[src/rtl/scan_dec_pkg.sv]
// Shared definitions for the scan decoder: FSM state encoding and mode input values.
package scan_dec_pkg;

    typedef enum logic [1:0] {
        ST_IDLE   = 2'd0,
        ST_DIRECT = 2'd1,
        ST_SCAN   = 2'd2
    } state_e;

    localparam logic MODE_DIRECT = 1'b0;
    localparam logic MODE_SCAN   = 1'b1;

endpackage

[src/rtl/scan_decoder_onehot_dec.sv]
// Purely combinational SEL_W -> 2**SEL_W one-hot decoder.
// This is the generalisation of the old fixed 3x8 gate-level decoder.
module onehot_dec #(
    parameter int SEL_W = 3
) (
    input  logic [SEL_W-1:0]      sel_i,
    output logic [2**SEL_W-1:0]   onehot_o
);

    // Set exactly the selected bit.
    always_comb begin
        onehot_o        = {(2**SEL_W){1'b0}};
        onehot_o[sel_i] = 1'b1;
    end

endmodule

[src/rtl/scan_decoder.sv]
// Registered one-hot decoder with a handshaked direct mode and a self-stepping scan mode.
// Holds the mode FSM, scan prescaler, index register and polarity-adjusted output register.
module scan_decoder
    import scan_dec_pkg::*;
#(
    parameter int SEL_W      = 3,
    parameter int SCAN_DIV   = 4,
    parameter int ACTIVE_LOW = 0
) (
    input  logic                 clk,
    input  logic                 rst_n,
    input  logic                 en,
    input  logic                 mode,
    input  logic                 sel_valid,
    input  logic [SEL_W-1:0]     sel,
    output logic                 sel_ready,
    output logic [2**SEL_W-1:0]  D,
    output logic [SEL_W-1:0]     cur_idx,
    output logic                 wrap
);

    localparam int OUT_W = 2**SEL_W;
    localparam int PRE_W = (SCAN_DIV <= 1) ? 1 : $clog2(SCAN_DIV + 1);

    localparam logic [PRE_W-1:0] PRE_LAST = PRE_W'(SCAN_DIV - 1);
    localparam logic [PRE_W-1:0] PRE_ONE  = PRE_W'(1);
    localparam logic [PRE_W-1:0] PRE_ZERO = {PRE_W{1'b0}};
    localparam logic [SEL_W-1:0] IDX_LAST = SEL_W'(OUT_W - 1);
    localparam logic [SEL_W-1:0] IDX_ONE  = SEL_W'(1);
    localparam logic [SEL_W-1:0] IDX_ZERO = {SEL_W{1'b0}};
    // XOR mask: all ones inverts the decode for active-low loads.
    localparam logic [OUT_W-1:0] INACTIVE = (ACTIVE_LOW != 0) ? {OUT_W{1'b1}} : {OUT_W{1'b0}};

    state_e             state_q, state_d;
    logic [SEL_W-1:0]   idx_q, idx_d;
    logic [PRE_W-1:0]   pre_q, pre_d;
    logic [OUT_W-1:0]   d_q, d_d;
    logic               wrap_q, wrap_d;

    logic               handshake_s;
    logic               scan_hold_s;
    logic               step_s;
    logic [OUT_W-1:0]   onehot_s;

    // Next-state logic: disable wins, otherwise mode picks DIRECT or SCAN.
    always_comb begin
        state_d = state_q;
        if (!en) begin
            state_d = ST_IDLE;
        end else begin
            case (state_q)
                ST_IDLE:   state_d = (mode == MODE_SCAN) ? ST_SCAN : ST_DIRECT;
                ST_DIRECT: state_d = (mode == MODE_SCAN) ? ST_SCAN : ST_DIRECT;
                ST_SCAN:   state_d = (mode == MODE_SCAN) ? ST_SCAN : ST_DIRECT;
                default:   state_d = ST_IDLE;
            endcase
        end
    end

    assign sel_ready   = en && (state_q == ST_DIRECT);
    assign handshake_s = sel_valid && sel_ready;
    // Stepping only happens while staying in SCAN; leaving SCAN freezes the index.
    assign scan_hold_s = (state_q == ST_SCAN) && (state_d == ST_SCAN);
    assign step_s      = scan_hold_s && (pre_q == PRE_LAST);

    // Index, prescaler and wrap update.
    always_comb begin
        idx_d  = idx_q;
        pre_d  = PRE_ZERO;
        wrap_d = 1'b0;
        if (handshake_s) begin
            idx_d = sel;
        end else if (step_s) begin
            idx_d  = idx_q + IDX_ONE;
            wrap_d = (idx_q == IDX_LAST);
        end else begin
            idx_d = idx_q;
        end
        if (scan_hold_s && !step_s) begin
            pre_d = pre_q + PRE_ONE;
        end else begin
            pre_d = PRE_ZERO;
        end
    end

    onehot_dec #(
        .SEL_W    (SEL_W)
    ) u_dec (
        .sel_i    (idx_d),
        .onehot_o (onehot_s)
    );

    // Output pattern: inactive in IDLE, otherwise decode of the next index.
    always_comb begin
        if (state_d == ST_IDLE) begin
            d_d = INACTIVE;
        end else begin
            d_d = onehot_s ^ INACTIVE;
        end
    end

    // State and output registers with synchronous active-low reset.
    always_ff @(posedge clk) begin
        if (!rst_n) begin
            state_q <= ST_IDLE;
            idx_q   <= IDX_ZERO;
            pre_q   <= PRE_ZERO;
            wrap_q  <= 1'b0;
            d_q     <= INACTIVE;
        end else begin
            state_q <= state_d;
            idx_q   <= idx_d;
            pre_q   <= pre_d;
            wrap_q  <= wrap_d;
            d_q     <= d_d;
        end
    end

    assign D       = d_q;
    assign cur_idx = idx_q;
    assign wrap    = wrap_q;

endmodule

[config.mk]
export PLATFORM = sky130hd
export DESIGN_NAME = scan_decoder
export DESIGN_NICKNAME = d
export VERILOG_FILES = /design/src/rtl/scan_dec_pkg.sv /design/src/rtl/scan_decoder_onehot_dec.sv /design/src/rtl/scan_decoder.sv
export SDC_FILE = /design/constraint.sdc
export NUM_CORES = 1
export LEC_CHECK = 0
export CAP_MARGIN = 20
export CORE_MARGIN = 5
export CORE_UTILIZATION = 40
export CTS_CLUSTER_SIZE = 10
export DETAILED_ROUTE_END_ITERATION = 8
export PLACE_DENSITY = 0.81
export SYNTH_ARGS = -nofsm -noshare
export SYNTH_HDL_FRONTEND = slang
export SYNTH_SLANG_ARGS = --single-unit
[constraint.sdc]
create_clock -name clk -period 1.6 [get_ports clk]
set_clock_uncertainty 0.1 [all_clocks]
set_input_delay 0.48 -clock clk [delete_from_list [all_inputs] [get_ports clk]]
set_output_delay 0.48 -clock clk [all_outputs]
set_load 0.02 [all_outputs]
* After elaboration in Yosys (flattened, before gate mapping)
Cells that the tools add are included.
** Operators by class
- $add $sub $neg :: 2
- $lt $le $gt $ge :: 2
- Eq/ne operators :: 5
- Muxes and demuxes :: 7
- Bitwise logic cells :: 2
- Reduce and logical (&&, ||, !) cells :: 13
** Operators with widths (count)
- $add A3 B1 Y3 const B :: 2
- $logic_and A1 B1 Y1 :: 6
- $mux W2 :: 3
- $mux W3 :: 2
- $reduce_or A3 Y1 :: 2
- $eq A2 B2 Y1 const B :: 2
- $logic_not A2 Y1 :: 2
- $lt A3 B4 Y1 const B :: 1
- $demux W1 S3 :: 1
- $eq A3 B2 Y1 const B :: 1
- $eq A3 B3 Y1 const B :: 1
- $ge A3 B1 Y1 const B :: 1
- $eq A2 B1 Y1 const B :: 1
- $not A1 Y1 :: 2
- $reduce_and A2 Y1 :: 1
- $reduce_or A2 Y1 :: 1
- $logic_not A1 Y1 :: 1
- $mux W1 :: 1
** Word-level totals
- Flip-flop bits (word level) :: 17

* Longest topological paths before layout
- Depth in word-level cells :: 13
- Depth in mapped cells :: 6

* Hierarchy
From an unflattened synthesis, not the netlist that was laid out.
** Second synthesis, totals
- Cells, all modules :: 74
- Area, all modules :: 715.7 um2
** Modules (own cells, without submodules)
- scan_decoder :: times used 1, cells each 66, area an instance 650.6 um2
- onehot_dec :: times used 1, cells each 8, area an instance 65.1 um2

* Least setup slack after synthesis
OpenSTA, ideal clock, no wires.
- Path type :: reg-to-reg
- Start point :: register pre_q[0]
- End point :: register d_q[5], in the netlist D[5]
- Library setup time :: 0.087 ns
- Data arrival time :: 1.508 ns
- Required time :: 1.413 ns
- Setup slack :: -0.095 ns
- Stages on the path, launching flop included :: 7
- Cell sequence :: dfxtp_1 ha_1 ha_1 nand2_2 or3_4 a31oi_4 nor4b_2
** Between the ends
- Cells in the longest elaborated chain, start to end :: 8
- Elaborated cells on any way between the ends :: 9
- Classes of those cells :: 2 x order compare; 1 x eq/ne; 4 x mux; 2 x reduce/logical
** Ends and longest elaborated chain
- from (decl) :: line scan_decoder.sv:36 : logic [PRE_W-1:0] pre_q, pre_d;
- from (signal assigned) :: line scan_decoder.sv:113 : pre_q <= pre_d;
- $eq A3 B2 Y1 * :: line scan_decoder.sv:64 : assign step_s = scan_hold_s && (pre_q == PRE_LAST);
- $logic_and A1 B1 Y1 * :: line scan_decoder.sv:64
- $mux W3 * :: line scan_decoder.sv:73 : end else if (step_s) begin
- $mux W3 * :: line scan_decoder.sv:71 : if (handshake_s) begin
- $lt A3 B4 Y1 (implied by the code) / $ge A3 B1 Y1 (equally long branches) :: line scan_decoder_onehot_dec.sv:13 : onehot_o[sel_i] = 1'b1;
- $logic_and A1 B1 Y1 (implied by the code) :: line scan_decoder_onehot_dec.sv:13
- $mux W1 (implied by the code) :: line scan_decoder_onehot_dec.sv:13
- $demux W1 S3 *
- to (signal assigned) :: line scan_decoder.sv:109 : d_q <= INACTIVE;
- to (signal assigned) :: line scan_decoder.sv:115 : d_q <= d_d;
- to (decl) :: line scan_decoder.sv:37 : logic [OUT_W-1:0] d_q, d_d;
Mark *: on every way between the ends. The rest lies on a longest branch, timed or not.
A chain may end at the register's enable or synchronous reset.

* Final worst setup path
- Start point :: register pre_q[0]
- End point :: register d_q[2], in the netlist D[2]
The elaborated chain is that of the path after synthesis.

==> run summary <==
Fin. Hold Viols - 0
Root Buffer - clkbuf_4
die area - 2720 um2
Max-slew headroom - 77.5%
CP Data Arrival Time - 1.80 ns
Die Y - 52.1 um
Min Hold Slack - 0.439 ns
initial core utilization - 41.5%
hold depth - 2
H-tree levels - 1
post-placement cell area - 1070 um2
routed vias - 695
Yosys cell types - 24
First-pass DRT Iterations - 4
failing checks - negative setup slack
Reg-to-Reg Start - pre_q[0]
final core occ - 79.7%
clock tree buffer depth - 2
Period minus WS final - 1.71 ns
Critical Path End Type - flop
CP required - 1.69 ns
status - complete, but fails checks
Fmax - 584 MHz
die span in x - 52.1 um
Cell Area, Synth - 709 um2
sequential area share after synthesis - 48.0%
Cell Rows - 15
post-route antenna net violation count - 0
Hold Path Class - reg -> reg
pwr dens - 582 nW/um2
Placer Congestion - 0.777
Simple-Gate Fraction of Synth Area - 30.2%
worst setup margin - -0.113 ns
#FFs+latches synth - 17
nets - 119
CP max FO - 5
vias in the first global route - 674
Fin Setup TNS - -0.771 ns
RSZ-0062 raised after global routing - true
Core Area - 1710 um2
Worst IR Drop VDD - 0.537 mV
R2R Path End - D[2]
Adder-Cell Fraction of Synth Area - 7.05%
largest area contributor in the netlist - dfxtp_1
total track usage - 17.4%
first-pass GRT wire length - 3.39 mm
DRC Markers - 0
Hold Path End - pre_q[0]
Num CTS Buffers - 3
worst skew pair latency - 0.29 ns
ant diodes - 0
Boundary Pins - 21
pin slew with the least headroom to its limit - 0.337 ns
post-DP HPWL - 1.19 mm
count of input and output buffers - 20
setup slack, reg-to-reg - -0.11 ns
Worst setup SP type - flop
Max Cap Viol - 0
clock slew at reported path FFs - 0.12 ns
Final Cell Area - 1360 um2
r2r worst-path depth - 7
top-area cell type share of the netlist area - 48.0%
Compound-Gate Fraction of Synth Area - 12.7%
final setup violation count - 10
Area Growth Syn to Fin - 91.9%
XOR/XNOR Fraction of Synth Area - 0%
DR iter-0 viols - 15
Synth Net Count - 76
Lkg Pwr - 0.561 nW
mean area per synthesized cell - 11.1 um2
CP startpoint - pre_q[0]
post-synthesis mux area share - 0%
Hold Startpoint - pre_q[0]
Hold-fix buffers, CTS - 0
vias per inst - 5.31
Synthesis Warnings - 0
WL final - 2.36 mm
initial antenna violation count - 0
fin. max-slew vios - 0
largest family of logic cells by synthesized area - simple AND/OR/NAND/NOR gates
largest net degree at the start of global routing - 11
Wirelength per Cell - 18.0 um
CTS tree - done
total gr overflow - 0
Pwr Total - 0.793 mW
Cells after Synth - 64
layout cell share with drive strength beyond 1 - 62.3%
Sink Count - 17
synth top area cells - dfxtp_1 (48%), ha_1 (7.1%), nor4b_2 (6.3%), nor4_1 (3.5%), nor2_1 (3.2%)
Worst Setup Path Type - reg -> reg
fin crit share - 107%
## critical path, cell delays in order, from the launching register on
cell and delay [ns]:
dfxtp_2 0.36, ha_4 0.13, ha_4 0.14, nand2_4 0.06
or3_4 0.40, a31oi_4 0.22, buf_4 0.15, nor4_2 0.04
## cells in the mapped netlist (all sizes together)
library cell	n
a21o	1
a31oi	1
and2	3
and3b	1
and4b	1
clkbuf	1
dfxtp	17
ha	4
inv	3
nand2	3
nand3	2
nand3b	1
nand4b	1
nor2	6
nor3	1
nor4	4
nor4b	3
o21a	2
o21ai	3
o22a	2
o22ai	2
or3	2
## registers in the layout (all words and copies together), names as in the netlist
name and flops:
pre_q 3, D 8, wrap 1, cur_idx 3, state_q 2
## routing by layer
metal	part of all wire, %	GRT usage, %	vias up
met1	41	22.6	337
met2	53	28.9	25
met5	0	0	-
met4	1.4	6.11	0
met3	4.6	2.58	4
li1	-	-	329
## cell type report
type                    instances  area, um2
repair buffers                 38        339
clock buffers                   3       22.5
clock inverters                 1       5.00
multi-input cells              44        604
flip-flops and latches         17        348
inverters                       3       11.3
well taps                      25       31.3
fillers                        96        347
## metrics by stage
step,worst slack [ns],cells
finish,-0.113,131
global placement,-0.696,120
CTS,-0.167,128
global route,-0.153,131
floorplan,-0.00669,64
detailed placement,-0.705,120
## where the power goes
part | switching, mW | leakage, nW | internal, mW | total (mW)
clock | 0.149 | 0.0177 | 0.0928 | 0.241
sequential | 0.00440 | 0.141 | 0.430 | 0.434
combinational | 0.0600 | 0.403 | 0.0570 | 0.117
## how the worst max path moves through the flow
stage,to,cells past startpoint
floorplan,D[3],6
global placement,sel_ready,3
detailed placement,sel_ready,3
CTS,D[3],6
global route,D[2],8
finish,D[2],7
## what timing repair did
item | CTS | global route
gates resized for setup | 52 | 19
cloned | 1 | 0
setup endpoints to repair | 27 | 18
pin swaps | 15 | 11
buffers inserted | 3 | 3
## layout by cell type (no fill, tap or decap), drive strengths merged, types with 3 or more instances in the layout
cell type,count
clkdlybuf4s50,4
clkdlybuf4s15,3
clkbuf,5
nor4b,3
dlygate4sd2,10
ha,4
nor2,6
o21ai,3
nand2,3
nor4,4
inv,3
buf,19
dfxtp,17
and2,3
## logic make-up (layout without fill, tap and decap cells)
group	Yosys count	in the layout
flops	17	17
fa+ha+maj	4	4
compound gates	11	12
buf+inv	4	45
simple gates	28	28
(Power assumes the default switching activity.)
